**src/rtl/spsram_req_ctrl.sv**
```systemverilog
// spsram_req_ctrl
// Initiator-side controller for a single-port SRAM macro (A/CEN/WEN/D/Q).
// It turns a valid/ready request stream (reads and byte-masked writes) into
// SRAM cycles issued in the acceptance cycle. Read data returns through a
// small response FIFO that absorbs response-side backpressure. An optional
// post-reset zero-fill clears the whole array before any request is taken.
//
// Ports:
//   CLK, RST             clock (posedge) and asynchronous active-high reset
//   req_vld/req_rdy      request handshake
//   req_wr               1 = write, 0 = read
//   req_addr             word address
//   req_wdata, req_be    write data and active-high byte enables
//   rsp_vld/rsp_rdy      read response handshake
//   rsp_rdata            read data, in read-acceptance order
//   init_done            high once the zero-fill has finished
//   sram_a/cen/wen/d     SRAM address, chip enable (low), byte write enables (low), data
//   sram_q               SRAM read data, valid the cycle after a CEN-low read
module spsram_req_ctrl #(
  parameter int ADDR_WIDTH = 15,
  parameter int DATA_WIDTH = 128,
  parameter int BYTE_NUM   = 16,
  parameter int RSP_DEPTH  = 2,
  parameter int INIT_EN    = 1
) (
  input  logic                  CLK,
  input  logic                  RST,
  input  logic                  req_vld,
  output logic                  req_rdy,
  input  logic                  req_wr,
  input  logic [ADDR_WIDTH-1:0] req_addr,
  input  logic [DATA_WIDTH-1:0] req_wdata,
  input  logic [BYTE_NUM-1:0]   req_be,
  output logic                  rsp_vld,
  input  logic                  rsp_rdy,
  output logic [DATA_WIDTH-1:0] rsp_rdata,
  output logic                  init_done,
  output logic [ADDR_WIDTH-1:0] sram_a,
  output logic                  sram_cen,
  output logic [BYTE_NUM-1:0]   sram_wen,
  output logic [DATA_WIDTH-1:0] sram_d,
  input  logic [DATA_WIDTH-1:0] sram_q
);

  localparam int PTR_W  = $clog2(RSP_DEPTH);
  localparam int CNT_W  = PTR_W + 1;
  localparam int SUM_W  = CNT_W + 1;
  localparam int INIT_W = ADDR_WIDTH + 1;

  localparam logic [0:0] ST_INIT = 1'b0;
  localparam logic [0:0] ST_RUN  = 1'b1;

  localparam logic [INIT_W-1:0] INIT_ONE  = INIT_W'(1'b1);
  localparam logic [PTR_W-1:0]  PTR_ONE   = PTR_W'(1'b1);
  localparam logic [CNT_W-1:0]  CNT_ONE   = CNT_W'(1'b1);
  localparam logic [SUM_W-1:0]  DEPTH_SUM = SUM_W'(RSP_DEPTH);

  logic [0:0]            state_r;
  logic [INIT_W-1:0]     init_cnt_r;
  logic [INIT_W-1:0]     init_cnt_nxt_s;
  logic                  init_done_r;
  logic                  rd_inflight_r;
  logic [DATA_WIDTH-1:0] fifo_mem_r [0:RSP_DEPTH-1];
  logic [PTR_W-1:0]      wr_ptr_r;
  logic [PTR_W-1:0]      rd_ptr_r;
  logic [CNT_W-1:0]      fifo_cnt_r;
  logic [SUM_W-1:0]      credit_sum_s;
  logic                  credit_s;
  logic                  accept_s;
  logic                  fifo_empty_s;
  logic                  pop_s;
  logic                  pop_fifo_s;
  logic                  push_s;

  assign init_done = init_done_r;

  // Credit check: an outstanding read always has a FIFO slot reserved for it.
  always_comb begin
    credit_sum_s = {1'b0, fifo_cnt_r} + {{CNT_W{1'b0}}, rd_inflight_r};
    if (RST) begin
      credit_s = 1'b0;
    end else begin
      credit_s = (state_r == ST_RUN) && (credit_sum_s < DEPTH_SUM);
    end
    req_rdy  = credit_s;
    accept_s = req_vld && credit_s;
  end

  // SRAM drive: zero-fill pattern in INIT, request pass-through in RUN.
  // Reset forces the idle drive so the macro sees no access while RST is high.
  always_comb begin
    sram_cen = 1'b1;
    sram_wen = {BYTE_NUM{1'b1}};
    sram_a   = {ADDR_WIDTH{1'b0}};
    sram_d   = {DATA_WIDTH{1'b0}};
    if (RST) begin
      sram_cen = 1'b1;
    end else begin
      case (state_r)
        ST_INIT: begin
          sram_cen = 1'b0;
          sram_wen = {BYTE_NUM{1'b0}};
          sram_a   = init_cnt_r[ADDR_WIDTH-1:0];
          sram_d   = {DATA_WIDTH{1'b0}};
        end
        ST_RUN: begin
          sram_a = req_addr;
          sram_d = req_wdata;
          if (accept_s) begin
            sram_cen = 1'b0;
            // A write with req_be == 0 still strobes CEN but changes nothing.
            sram_wen = req_wr ? ~req_be : {BYTE_NUM{1'b1}};
          end else begin
            sram_cen = 1'b1;
            sram_wen = {BYTE_NUM{1'b1}};
          end
        end
        default: begin
          sram_cen = 1'b1;
          sram_wen = {BYTE_NUM{1'b1}};
        end
      endcase
    end
  end

  // Response side: FIFO head when non-empty, else Q is bypassed straight out
  // so a read into an empty FIFO answers one cycle after acceptance.
  always_comb begin
    fifo_empty_s = (fifo_cnt_r == {CNT_W{1'b0}});
    rsp_vld      = !fifo_empty_s || rd_inflight_r;
    if (!fifo_empty_s) begin
      rsp_rdata = fifo_mem_r[rd_ptr_r];
    end else if (rd_inflight_r) begin
      rsp_rdata = sram_q;
    end else begin
      rsp_rdata = {DATA_WIDTH{1'b0}};
    end
    pop_s      = rsp_vld && rsp_rdy;
    pop_fifo_s = pop_s && !fifo_empty_s;
    // A bypassed word consumed in its own cycle never enters the FIFO.
    push_s     = rd_inflight_r && !(fifo_empty_s && pop_s);
  end

  // Next zero-fill address; the extra MSB flags the terminal count.
  always_comb begin
    init_cnt_nxt_s = init_cnt_r + INIT_ONE;
  end

  // Control state: INIT/RUN, zero-fill counter, init_done flag.
  always_ff @(posedge CLK or posedge RST) begin
    if (RST) begin
      state_r     <= (INIT_EN != 0) ? ST_INIT : ST_RUN;
      init_cnt_r  <= {INIT_W{1'b0}};
      init_done_r <= (INIT_EN != 0) ? 1'b0 : 1'b1;
    end else begin
      case (state_r)
        ST_INIT: begin
          init_cnt_r <= init_cnt_nxt_s;
          if (init_cnt_nxt_s[ADDR_WIDTH]) begin
            state_r     <= ST_RUN;
            init_done_r <= 1'b1;
          end
        end
        ST_RUN: begin
          state_r <= ST_RUN;
        end
        default: begin
          state_r <= ST_RUN;
        end
      endcase
    end
  end

  // Read tracking and response FIFO storage/pointers.
  always_ff @(posedge CLK or posedge RST) begin
    if (RST) begin
      rd_inflight_r <= 1'b0;
      wr_ptr_r      <= {PTR_W{1'b0}};
      rd_ptr_r      <= {PTR_W{1'b0}};
      fifo_cnt_r    <= {CNT_W{1'b0}};
      for (int i = 0; i < RSP_DEPTH; i++) begin
        fifo_mem_r[i] <= {DATA_WIDTH{1'b0}};
      end
    end else begin
      rd_inflight_r <= accept_s && !req_wr;
      if (push_s) begin
        fifo_mem_r[wr_ptr_r] <= sram_q;
        wr_ptr_r             <= wr_ptr_r + PTR_ONE;
      end
      if (pop_fifo_s) begin
        rd_ptr_r <= rd_ptr_r + PTR_ONE;
      end
      case ({push_s, pop_fifo_s})
        2'b10:   fifo_cnt_r <= fifo_cnt_r + CNT_ONE;
        2'b01:   fifo_cnt_r <= fifo_cnt_r - CNT_ONE;
        default: fifo_cnt_r <= fifo_cnt_r;
      endcase
    end
  end

endmodule
```
**config.mk**
```make
export PLATFORM = sky130hd
export DESIGN_NAME = spsram_req_ctrl
export DESIGN_NICKNAME = d
export VERILOG_FILES = /design/src/rtl/spsram_req_ctrl.sv
export SDC_FILE = /design/constraint.sdc
export NUM_CORES = 1
export LEC_CHECK = 0
export ABC_CLOCK_PERIOD_IN_PS = 12200
export BUFFER_PORTS_ARGS = -buffer_cell sky130_fd_sc_hd__buf_2
export CAP_MARGIN = 15
export CORE_AREA = 5 5 225 227
export DETAILED_ROUTE_END_ITERATION = 16
export DIE_AREA = 0 0 230 232
export HOLD_SLACK_MARGIN = 0.12
export PLACE_DENSITY = 0.53
export SLEW_MARGIN = 30
export SYNTH_ARGS = -nofsm -noshare
export SYNTH_HDL_FRONTEND = slang
export SYNTH_SLANG_ARGS = --single-unit
```
**constraint.sdc**
```tcl
create_clock -name CLK -period 12.2 [get_ports CLK]
set_input_delay 0 -clock CLK [delete_from_list [all_inputs] [get_ports CLK]]
set_output_delay 0 -clock CLK [all_outputs]
set_load 0.01 [all_outputs]
```
==> impl_metrics.csv, run 1 <==
group,metric,value,unit
run_status,outcome,"finished, final reports clean",
logic_synthesis,yosys_warnings,0,
logic_synthesis,ys_async_sr_fraction,100,%
job,cap_violations,0,
global_route,grt_remaining_overflow,0,
worst_setup_path,path_class,"reg2reg",
worst_setup_path,path_max_fanout,151,
global_route,grt_start_max_net_pins,164,
floorplanning,coreArea,48400,um2
logic_synthesis,yosysUniqueCellTypes,37,
cells_and_area,drive_gt1_share,38.1,%
cts,clk_pin_slew,60,ps
cells_and_area,final_cell_mix,"buf_2, dfrtp_1, mux2_1",
worst_setup_path,worst-path-buf-inv,4,
logic_synthesis,ys_seq_area_share,46.1,%
hold_path,worstHoldPathType,"in2async",
timing,post-route-min-period,3430,ps
cts,cts_buffers,34,
logic_synthesis,synthCells,1287,
logic_synthesis,syn_nets,1581,
routing,dr.first_iter.drc_count,646,
floorplanning,start_util,31.2,%
routing,drcViolationCount,0,
worst_setup_path,path_delay_family,"buffers and inverters",
logic_synthesis,yosysTopAreaCell,"dfrtp_1",
timing,grt_setup_unrepaired,"false",
power_and_ir_drop,cellLeakagePower,11.2,nW
timing,slew_violations,0,
logic_synthesis,synth_top_area_share,46.1,%
floorplanning,placementRows,81,
global_route,grt_pass1_wl,98600,um
worst_setup_path,arrival,3810,ps
logic_synthesis,ys_ff_latch,279,
power_and_ir_drop,ir_worst_vdd,0.194,mV
timing,worst_clock_skew,15.3,ps
logic_synthesis,avgSynthCellArea,11.8,um2
floorplanning,die_h,232,um
power_and_ir_drop,p_total,0.00249,W
cells_and_area,final_common_cell,"buf_2",
cts,postCtsSetupBuffers,0,
cells_and_area,area_delta_synth_final,37.9,%
worst_setup_path,worstPathRequired,12580,ps
timing,fmax,0.292,GHz
cts,postCtsHoldBufs,132,
placement,detailedPlacementHpwl,55200,um
cts,clockRootBuffer,"clkbuf_16",
cts,post_cts_resize_count,0,
logic_synthesis,synth_ff_type,"dfrtp_1",
routing,wl,70900,um
global_route,grt_pass1_vias,13200,
placement,place.gp.congestion,1.08,
routing,num_vias,12800,
routing,dr.pass1.iters,5,
worst_setup_path,critPathSlowestCell,"buf_4",
timing,final_hold_viol_count,0,
floorplanning,die_area,53400,um2
timing,final.period_utilization,28.1,%
logic_synthesis,ys_top_cells_by_area,"dfrtp_1, mux2_1, mux2i_1",
worst_setup_path,cp_cell_sequence,"nor2_4 > buf_12 > buf_16 > a21bo_4 > nor2_8 > buf_4 > buf_4 > mux2_1",
global_route,antenna_found_initial,31,
routing,ant_nets,0,
global_route,grtUsageTotal,25.4,%
timing,fin_tns_setup,0,ps
logic_synthesis,syn_area,15100,um2
cts,insertion_delay,520,ps
floorplanning,die_w,230,um
routing,wl_per_cell,27.3,um
worst_setup_path,end_kind,"flip-flop",
floorplanning,num_io_pins,583,
cts,cts.htree.levels,2,
worst_setup_path,cp-start-kind,"flip-flop",
timing,tightest_slew,997,ps
routing,viasPerCell,4.93,
cells_and_area,nets,2237,
power_and_ir_drop,power.density,119,nW/um2
worst_setup_path,critPathMaxStageDelay,680,ps
worst_setup_path,critPathMostFrequentCell,"buf_4",
logic_synthesis,synth-edff-count,0,
cts,cts_buffer_depth,3,
timing,relSlewSlack,33.5,%
cts,cts_tree,"yes",
cts,cts_sinks,279,
timing,setup_viol,0,
placement,port_buffers,582,
-- flip-flops by register name, indices dropped and copies added (netlist names) --
signal	flops
wr_ptr_r	1
fifo_mem_r	256
rd_inflight_r	1
rd_ptr_r	1
init_done	1
init_cnt_r	16
state_r	1
fifo_cnt_r	2
-- layer usage --
layer / share of wire, % / vias to the layer above / track usage, %
met2: 44 / 469 / 38.6
met3: 7.5 / 95 / 6.70
met5: 0.11 / - / 0
met1: 46 / 6373 / 36.7
met4: 2.4 / 16 / 5.36
li1: - / 5857 / -
-- cells by family (layout without fill, tap and decap cells) --
family / Yosys count / in the layout / share of synthesized area, %
muxes: 400 / 400 / 30.8
and+or+nand+nor: 327 / 327 / 11.9
DFF: 279 / 279 / 46.1
AOI/OAI and AO/OA: 147 / 147 / 5.23
buffers and inverters: 111 / 791 / 4.49
xor gates and xnor gates: 21 / 21 / 1.22
adders and majority gates: 2 / 2 / 0.165
other: 0 / 11 / 0
-- report_power, final --
group	internal (W)	leakage [nW]	switching, W	total (W)
logic	0.000186	6.83	0.000326	0.000513
registers	0.000932	3.88	0.0000371	0.000969
clock network	0.000604	0.543	0.000404	0.00101
total	0.00172	11.2	0.000767	0.00249
-- worst min-delay path, cell delays in order --
cell	delay (ps)
dlygate4sd3_1	530
buf_2	260
inv_8	260
-- synth_stat cells, drive strengths merged (2+ instances only) --
cell type	n
nor2b	2
nor2	21
mux2i	143
nor3	2
xnor2	16
buf	61
nand4	4
nand4b	2
and2	128
o21ai	128
mux2	257
dfrtp	279
nand3b	2
nand2b	2
nand3	133
and4	2
a21o	17
ha	2
clkbuf	49
xor2	5
nand2	24
-- final timing paths --
check,start,end,slack (ps),depth (start not counted)
hold reg to reg,fifo_mem_r[217],fifo_mem_r[217],480,1
max in group asynchronous,RST,fifo_mem_r[218],10910,5
setup reg to reg,fifo_cnt_r[0],fifo_mem_r[227],8770,8
hold / removal,RST,state_r,170,3
min in group CLK,sram_q[50],fifo_mem_r[178],270,3
setup / recovery,fifo_cnt_r[0],fifo_mem_r[227],8770,8
-- through the flow --
step | hold WS, ps | area (um2) | cells | utilization [%] | setup slack [ps]
finish | 172 | 20900 | 2600 | 43.1 | 8770
global route | 184 | 20900 | 2594 | 43.1 | 8560
CTS | 242 | 20800 | 2587 | 42.9 | 8680
detailed placement | 244 | 18400 | 2395 | 37.9 | 8690
global placement | 241 | 18300 | 2392 | 37.8 | 8610
floorplan | 132 | 15100 | 1287 | - | 4120
-- cell type report --
class | count | area, um2
antenna | 11 | 27.5
clock buffer | 46 | 936
clock inverter | 14 | 163
fill | 4635 | 27600
inverter | 1 | 11.3
multi-input combinational | 897 | 7490
sequential | 279 | 6990
tap | 622 | 778
timing repair buffer | 730 | 4480
Note: power is estimated with default switching activity, not from simulation.
==> inputs of run 2 (changes only) <==
--- a/config.mk
+++ b/config.mk
@@ -5,14 +5,14 @@
 export SDC_FILE = /design/constraint.sdc
 export NUM_CORES = 1
 export LEC_CHECK = 0
-export ABC_CLOCK_PERIOD_IN_PS = 12200
+export ABC_CLOCK_PERIOD_IN_PS = 2900
 export BUFFER_PORTS_ARGS = -buffer_cell sky130_fd_sc_hd__buf_2
 export CAP_MARGIN = 15
 export CORE_AREA = 5 5 225 227
 export DETAILED_ROUTE_END_ITERATION = 16
 export DIE_AREA = 0 0 230 232
 export HOLD_SLACK_MARGIN = 0.12
-export PLACE_DENSITY = 0.53
+export PLACE_DENSITY = 0.56
 export SLEW_MARGIN = 30
 export SYNTH_ARGS = -nofsm -noshare
 export SYNTH_HDL_FRONTEND = slang
==> constraint.sdc (replaced) <==
create_clock -name CLK -period 2.9 [get_ports CLK]
set_input_delay 0 -clock CLK [delete_from_list [all_inputs] [get_ports CLK]]
set_output_delay 0 -clock CLK [all_outputs]
set_load 0.01 [all_outputs]
==> run 2 against run 1 <==
  * Critical endpoint is now sram_d[116]
  * First-iteration DRC count shrank 3.7%
  * Largest power group unchanged
  * Cell area grew 1.2%
  * Critical path depth shrank 3
  * Routed wire length shrank 19%
  * Worst hold slack gained 84 ps
  * Global-route usage shrank 4.6 points
  * Clock skew shrank 3.7 ps
  * Total power grew to 4.2 times the previous value
  * Critical path type is now reg2out
  * Clock power grew to 4.3 times the previous value
==> impl_metrics.csv, run 2 (synthesis gave the netlist of run 1 again) <==
group,metric,value,unit
worst_setup_path,path_class,"reg2out",
timing,worst_clock_skew,11.6,ps
power_and_ir_drop,internal_power,0.00736,W
timing,fmax,0.381,GHz
cells_and_area,nets,2255,
hold_path,worstHoldPathType,"in2reg",
routing,wl_per_cell,22.2,um
floorplanning,die_h,232,um
floorplanning,num_io_pins,583,
worst_setup_path,critPathSlowestCell,"dfrtp_2",
placement,port_buffers,582,
power_and_ir_drop,p_switching,0.00311,W
worst_setup_path,critPathMaxStageDelay,670,ps
global_route,grt_remaining_overflow,0,
worst_setup_path,worstPathRequired,2900,ps
routing,met2_length,27500,um
worst_setup_path,cp-start-kind,"flip-flop",
global_route,grtUsageTotal,20.8,%
cts,cts_buffers,34,
cells_and_area,drive_gt1_share,38.9,%
timing,final_hold_viol_count,0,
floorplanning,start_util,31.2,%
job,cap_violations,0,
timing,slew_violations,0,
run_status,outcome,"finished, final reports clean",
cts,cts.htree.levels,2,
floorplanning,coreArea,48400,um2
timing,final.period_utilization,90.5,%
floorplanning,die_w,230,um
power_and_ir_drop,power.density,496,nW/um2
timing,setup_viol,0,
power_and_ir_drop,swShare,29.7,%
timing,tightest_slew,744,ps
routing,highest_layer,"met5",
routing,wl,57800,um
worst_setup_path,path_max_fanout,81,
global_route,grt_pass1_vias,13500,
timing,grt_setup_unrepaired,"false",
global_route,grt_pass1_wl,85500,um
cells_and_area,multi_input_area,7490,um2
power_and_ir_drop,pwr-share-comb,20.0,%
power_and_ir_drop,seq_power_share,38.7,%
cells_and_area,regMostFlops,"fifo_mem_r",
cts,post_cts_resize_count,0,
routing,wl_met3,4020,um
power_and_ir_drop,cellLeakagePower,11.4,nW
routing,drcViolationCount,0,
routing,viasPerCell,4.88,
routing,dr.pass1.iters,5,
placement,detailedPlacementHpwl,44200,um
floorplanning,die_area,53400,um2
cells_and_area,area_delta_synth_final,39.6,%
power_and_ir_drop,ir_worst_vdd,0.774,mV
floorplanning,placementRows,81,
placement,placed_area,18600,um2
cells_and_area,final_common_cell,"buf_2",
power_and_ir_drop,p_clk_share,41.3,%
worst_setup_path,end_kind,"output pin",
cells_and_area,regArea,6990,um2
routing,wl_met1,22900,um
cells_and_area,largest_reg_flops,256,
timing,post-route-min-period,2630,ps
cts,clk_pin_slew,60,ps
global_route,grt_start_max_net_pins,164,
placement,place.gp.congestion,0.931,
timing,relSlewSlack,50.4,%
cts,clockRootBuffer,"clkbuf_16",
routing,ant_nets,0,
cts,insertion_delay,520,ps
worst_setup_path,arrival,2630,ps
global_route,antenna_found_initial,4,
routing,dr.first_iter.drc_count,622,
cells_and_area,largest_registers,"fifo_mem_r: 256 flops, init_cnt_r: 16 flops, fifo_cnt_r: 2 flops",
worst_setup_path,cp_cell_sequence,"nor2b_4 > buf_12 > buf_4 > and2_1 > buf_2",
cts,cts_tree,"yes",
routing,num_vias,12700,
timing,whs,256,ps
cts,cts_sinks,279,
cells_and_area,final_util,43.6,%
cells_and_area,nFillCells,4647,
cells_and_area,design_area,21100,um2
cts,cts_buffer_depth,3,
cells_and_area,final_cell_mix,"buf_2, dfrtp_1, mux2_1",
run 2: timing repair:
item	CTS	global route
endpoints found under the hold margin	282	0
hold buffers	132	0
setup buffers	0	0
run 2: through the flow:
stage               setup WS, ps  power [W]  instances  TNS (ps)
floorplan                  -1120    0.00543       1287   -311240
global placement             728    0.00610       2414         0
detailed placement           724    0.00611       2414         0
CTS                          245     0.0107       2604         0
global route                63.9     0.0109       2607         0
finish                       274     0.0105       2607         0
run 2: layer usage:
layer / GRT usage (%) / vias to the layer above
li1: - / 5884
met1: 24.4 / 6298
met2: 35.1 / 438
met3: 5.96 / 112
met4: 10.3 / 2
met5: 0 / -
run 2: layout make-up:
cell class,count,area share [%]
Tap cell,622,3.68
Antenna cell,2,0.0237
Clock buffer,46,4.83
Multi-Input combinational cell,897,35.5
Sequential cell,279,33.1
Timing Repair Buffer,748,22.3
Clock inverter,12,0.598
Inverter,1,0.0355
run 2: path summary, 6_finish.rpt:
path	from	endpoint	slack (ps)	cells after the start
worst min-delay path	sram_q[24]	fifo_mem_r[24]	260	3
worst min register to register	fifo_mem_r[158]	fifo_mem_r[158]	480	1
worst max-delay path	state_r	sram_d[116]	270	5
worst max register to register	state_r	rd_inflight_r	320	5
min in group asynchronous	RST	fifo_mem_r[173]	290	3
max in group asynchronous	RST	fifo_mem_r[215]	1810	5
run 2: worst max-delay path, delay by kind of cell (launching register included):
family,cells,cell delay [ps]
AND/OR/NAND/NOR,2,710
buffers and inverters,3,680
flip-flops,1,670
run 2: power groups by stage:
stage               registers [W]  logic [W]  clock network, W
finish                    0.00405    0.00210           0.00433
global route              0.00406    0.00226           0.00462
detailed placement        0.00412    0.00198                 0
global placement          0.00412    0.00198                 0
floorplan                 0.00402    0.00142                 0
CTS                       0.00405    0.00213           0.00447
==> inputs of run 3 (changes only) <==
==> config.mk (replaced) <==
export PLATFORM = sky130hd
export DESIGN_NAME = spsram_req_ctrl
export DESIGN_NICKNAME = d
export VERILOG_FILES = /design/src/rtl/spsram_req_ctrl.sv
export SDC_FILE = /design/constraint.sdc
export NUM_CORES = 1
export LEC_CHECK = 0
export ABC_CLOCK_PERIOD_IN_PS = 2900
export CAP_MARGIN = 15
export CORE_AREA = 5 5 223 225
export DETAILED_ROUTE_END_ITERATION = 16
export DIE_AREA = 0 0 228 230
export DONT_BUFFER_PORTS = 1
export HOLD_SLACK_MARGIN = 0.02
export PLACE_DENSITY = 0.45
export SLEW_MARGIN = 30
export SYNTH_ARGS = -nofsm -noshare
export SYNTH_HDL_FRONTEND = slang
export SYNTH_SLANG_ARGS = --single-unit
==> run 3 against run 2 <==
  * Utilization down 4.8 points
  * Cell count down 22%
  * Global-route usage up 1.1 points
  * Critical path depth down 2
  * Routed wire length up 4.5%
  * Fmax up 8.9%
==> impl_metrics.csv, run 3 (synthesis gave the netlist of run 1 again) <==
group,metric,value,unit
routing,wl,60400,um
placement,detailedPlacementHpwl,43900,um
routing,dr.first_iter.drc_count,581,
cells_and_area,largest_registers,"fifo_mem_r: 256 flops, init_cnt_r: 16 flops, fifo_cnt_r: 2 flops",
run_status,outcome,"finished, final reports clean",
placement,place.gp.congestion,1.06,
cells_and_area,regMostFlops,"fifo_mem_r",
cts,post_cts_resize_count,0,
floorplanning,start_util,32.0,%
timing,tightest_slew,827,ps
timing,slew_violations,0,
routing,dr.pass1.iters,5,
hold_path,worstHoldPathCells,1,
routing,wl_per_cell,29.8,um
routing,drcViolationCount,0,
worst_setup_path,critPathMaxStageDelay,650,ps
power_and_ir_drop,ir_worst_vdd,0.549,mV
timing,setup_ws,489,ps
global_route,grtUsageTotal,21.9,%
timing,relSlewSlack,44.8,%
timing,worst_clock_skew,9.76,ps
power_and_ir_drop,p_clk_share,43.4,%
hold_path,whs_endpoint,"sram_a[6]",
timing,final.period_utilization,83.1,%
cts,cts_buffer_depth,3,
global_route,grt_remaining_overflow,0,
power_and_ir_drop,p_total,0.0105,W
routing,ant_nets,0,
cells_and_area,final_common_cell,"dfrtp_1",
floorplanning,die_h,230,um
cells_and_area,area_delta_synth_final,21.3,%
power_and_ir_drop,power.density,572,nW/um2
cts,cts_sinks,279,
power_and_ir_drop,pwr-share-comb,17.6,%
power_and_ir_drop,seq_power_share,39.0,%
worst_setup_path,critPathSlowestCell,"nor2b_4",
job,cap_violations,0,
routing,viasPerCell,5.23,
timing,fin_tns_setup,0,ps
power_and_ir_drop,swShare,29.2,%
global_route,grt_start_max_net_pins,162,
worst_setup_path,end_kind,"output pin",
global_route,grt_pass1_wl,85000,um
routing,num_vias,10600,
cells_and_area,nets,1675,
cells_and_area,final_cell_mix,"dfrtp_1, mux2_1, mux2i_1",
global_route,grt_pass1_vias,11100,
timing,setup_viol,0,
floorplanning,die_area,52400,um2
power_and_ir_drop,cellLeakagePower,8.69,nW
hold_path,hp-start,"RST",
cells_and_area,drive_gt1_share,13.5,%
timing,grt_setup_unrepaired,"false",
worst_setup_path,r2r-end,"rd_inflight_r",
cts,postCtsSetupBuffers,0,
power_and_ir_drop,p_switching,0.00307,W
hold_path,worstHoldPathType,"in2out",
cells_and_area,fin_cells,2028,
cts,clk_pin_slew,50,ps
global_route,antenna_found_initial,16,
worst_setup_path,r2r_setup_slack,860,ps
timing,fmax,0.415,GHz
cells_and_area,largest_reg_flops,256,
worst_setup_path,worstPathRequired,2900,ps
floorplanning,num_io_pins,583,
placement,port_buffers,0,
cts,insertion_delay,530,ps
cts,postCtsHoldBufs,132,
power_and_ir_drop,internal_power,0.00744,W
cts,cts.htree.levels,2,
placement,post-place-ws,828,ps
cts,cts_tree,"yes",
cts,cts_buffers,35,
floorplanning,placementRows,80,
worst_setup_path,arrival,2410,ps
worst_setup_path,cp-start-kind,"flip-flop",
worst_setup_path,path_max_fanout,48,
cts,clockRootBuffer,"clkbuf_16",
timing,final_hold_viol_count,0,
worst_setup_path,reg2reg_depth,4,
floorplanning,die_w,228,um
worst_setup_path,path_class,"reg2out",
floorplanning,coreArea,47300,um2
placement,dp.cells,1827,
timing,post-route-min-period,2410,ps
worst_setup_path,worstReg2RegStart,"state_r",
worst_setup_path,cp_cell_sequence,"nor2b_4 > buf_4 > and2_1",
run 3: area by class of cell:
class                           count  area (um2)
Fill cell                        4540       29000
Timing Repair Buffer              167        1880
Clock inverter                      9         123
Multi-Input combinational cell    897        7490
Tap cell                          615         769
Inverter                            1        7.51
Sequential cell                   279        6990
Antenna cell                        6        15.0
Clock buffer                       54        1090
run 3: metal layers:
| layer | GRT usage [%] | up-vias | share of wire [%] |
|---|---|---|---|
| li1 | - | 4743 | - |
| met1 | 29.4 | 5351 | 43 |
| met2 | 33.1 | 431 | 44 |
| met3 | 9.06 | 82 | 10 |
| met4 | 5.43 | 0 | 2.7 |
| met5 | 0 | - | 0 |
run 3: worst max-delay path by stage:
stage	start	cells after the start	slack, ps	end
after floorplan	RST	3	-1120	fifo_cnt_r[0]
after global placement	fifo_cnt_r[0]	7	850	fifo_cnt_r[1]
after detailed placement	fifo_cnt_r[0]	6	830	fifo_cnt_r[1]
after CTS	state_r	3	440	sram_d[84]
after global routing	state_r	3	250	sram_d[87]
final	state_r	3	490	sram_d[84]
run 3: power groups by stage:
stage	combinational (W)	sequential [W]	clock [W]
3_5_place_dp	0.00169	0.00418	0
3_3_place_gp	0.00169	0.00418	0
5_1_grt	0.00199	0.00411	0.00484
6_report	0.00184	0.00410	0.00456
4_1_cts	0.00187	0.00411	0.00471
2_1_floorplan	0.00142	0.00402	0
run 3: critical path, delay by kind of cell (launching register included):
family,cells,cell delay (ps)
AND/OR/NAND/NOR,2,1110
buffers and inverters,1,410
flip-flops,1,340
run 3: stage by stage:
step | area, um2 | util, % | hold slack (ps)
floorplan | 15200 | - | 132
global route | 18400 | 38.8 | 52.0
CTS | 18300 | 38.7 | 40.2
finish | 18400 | 38.8 | 51.6
global placement | 15800 | 33.4 | -92.4
detailed placement | 15800 | 33.4 | -97.9
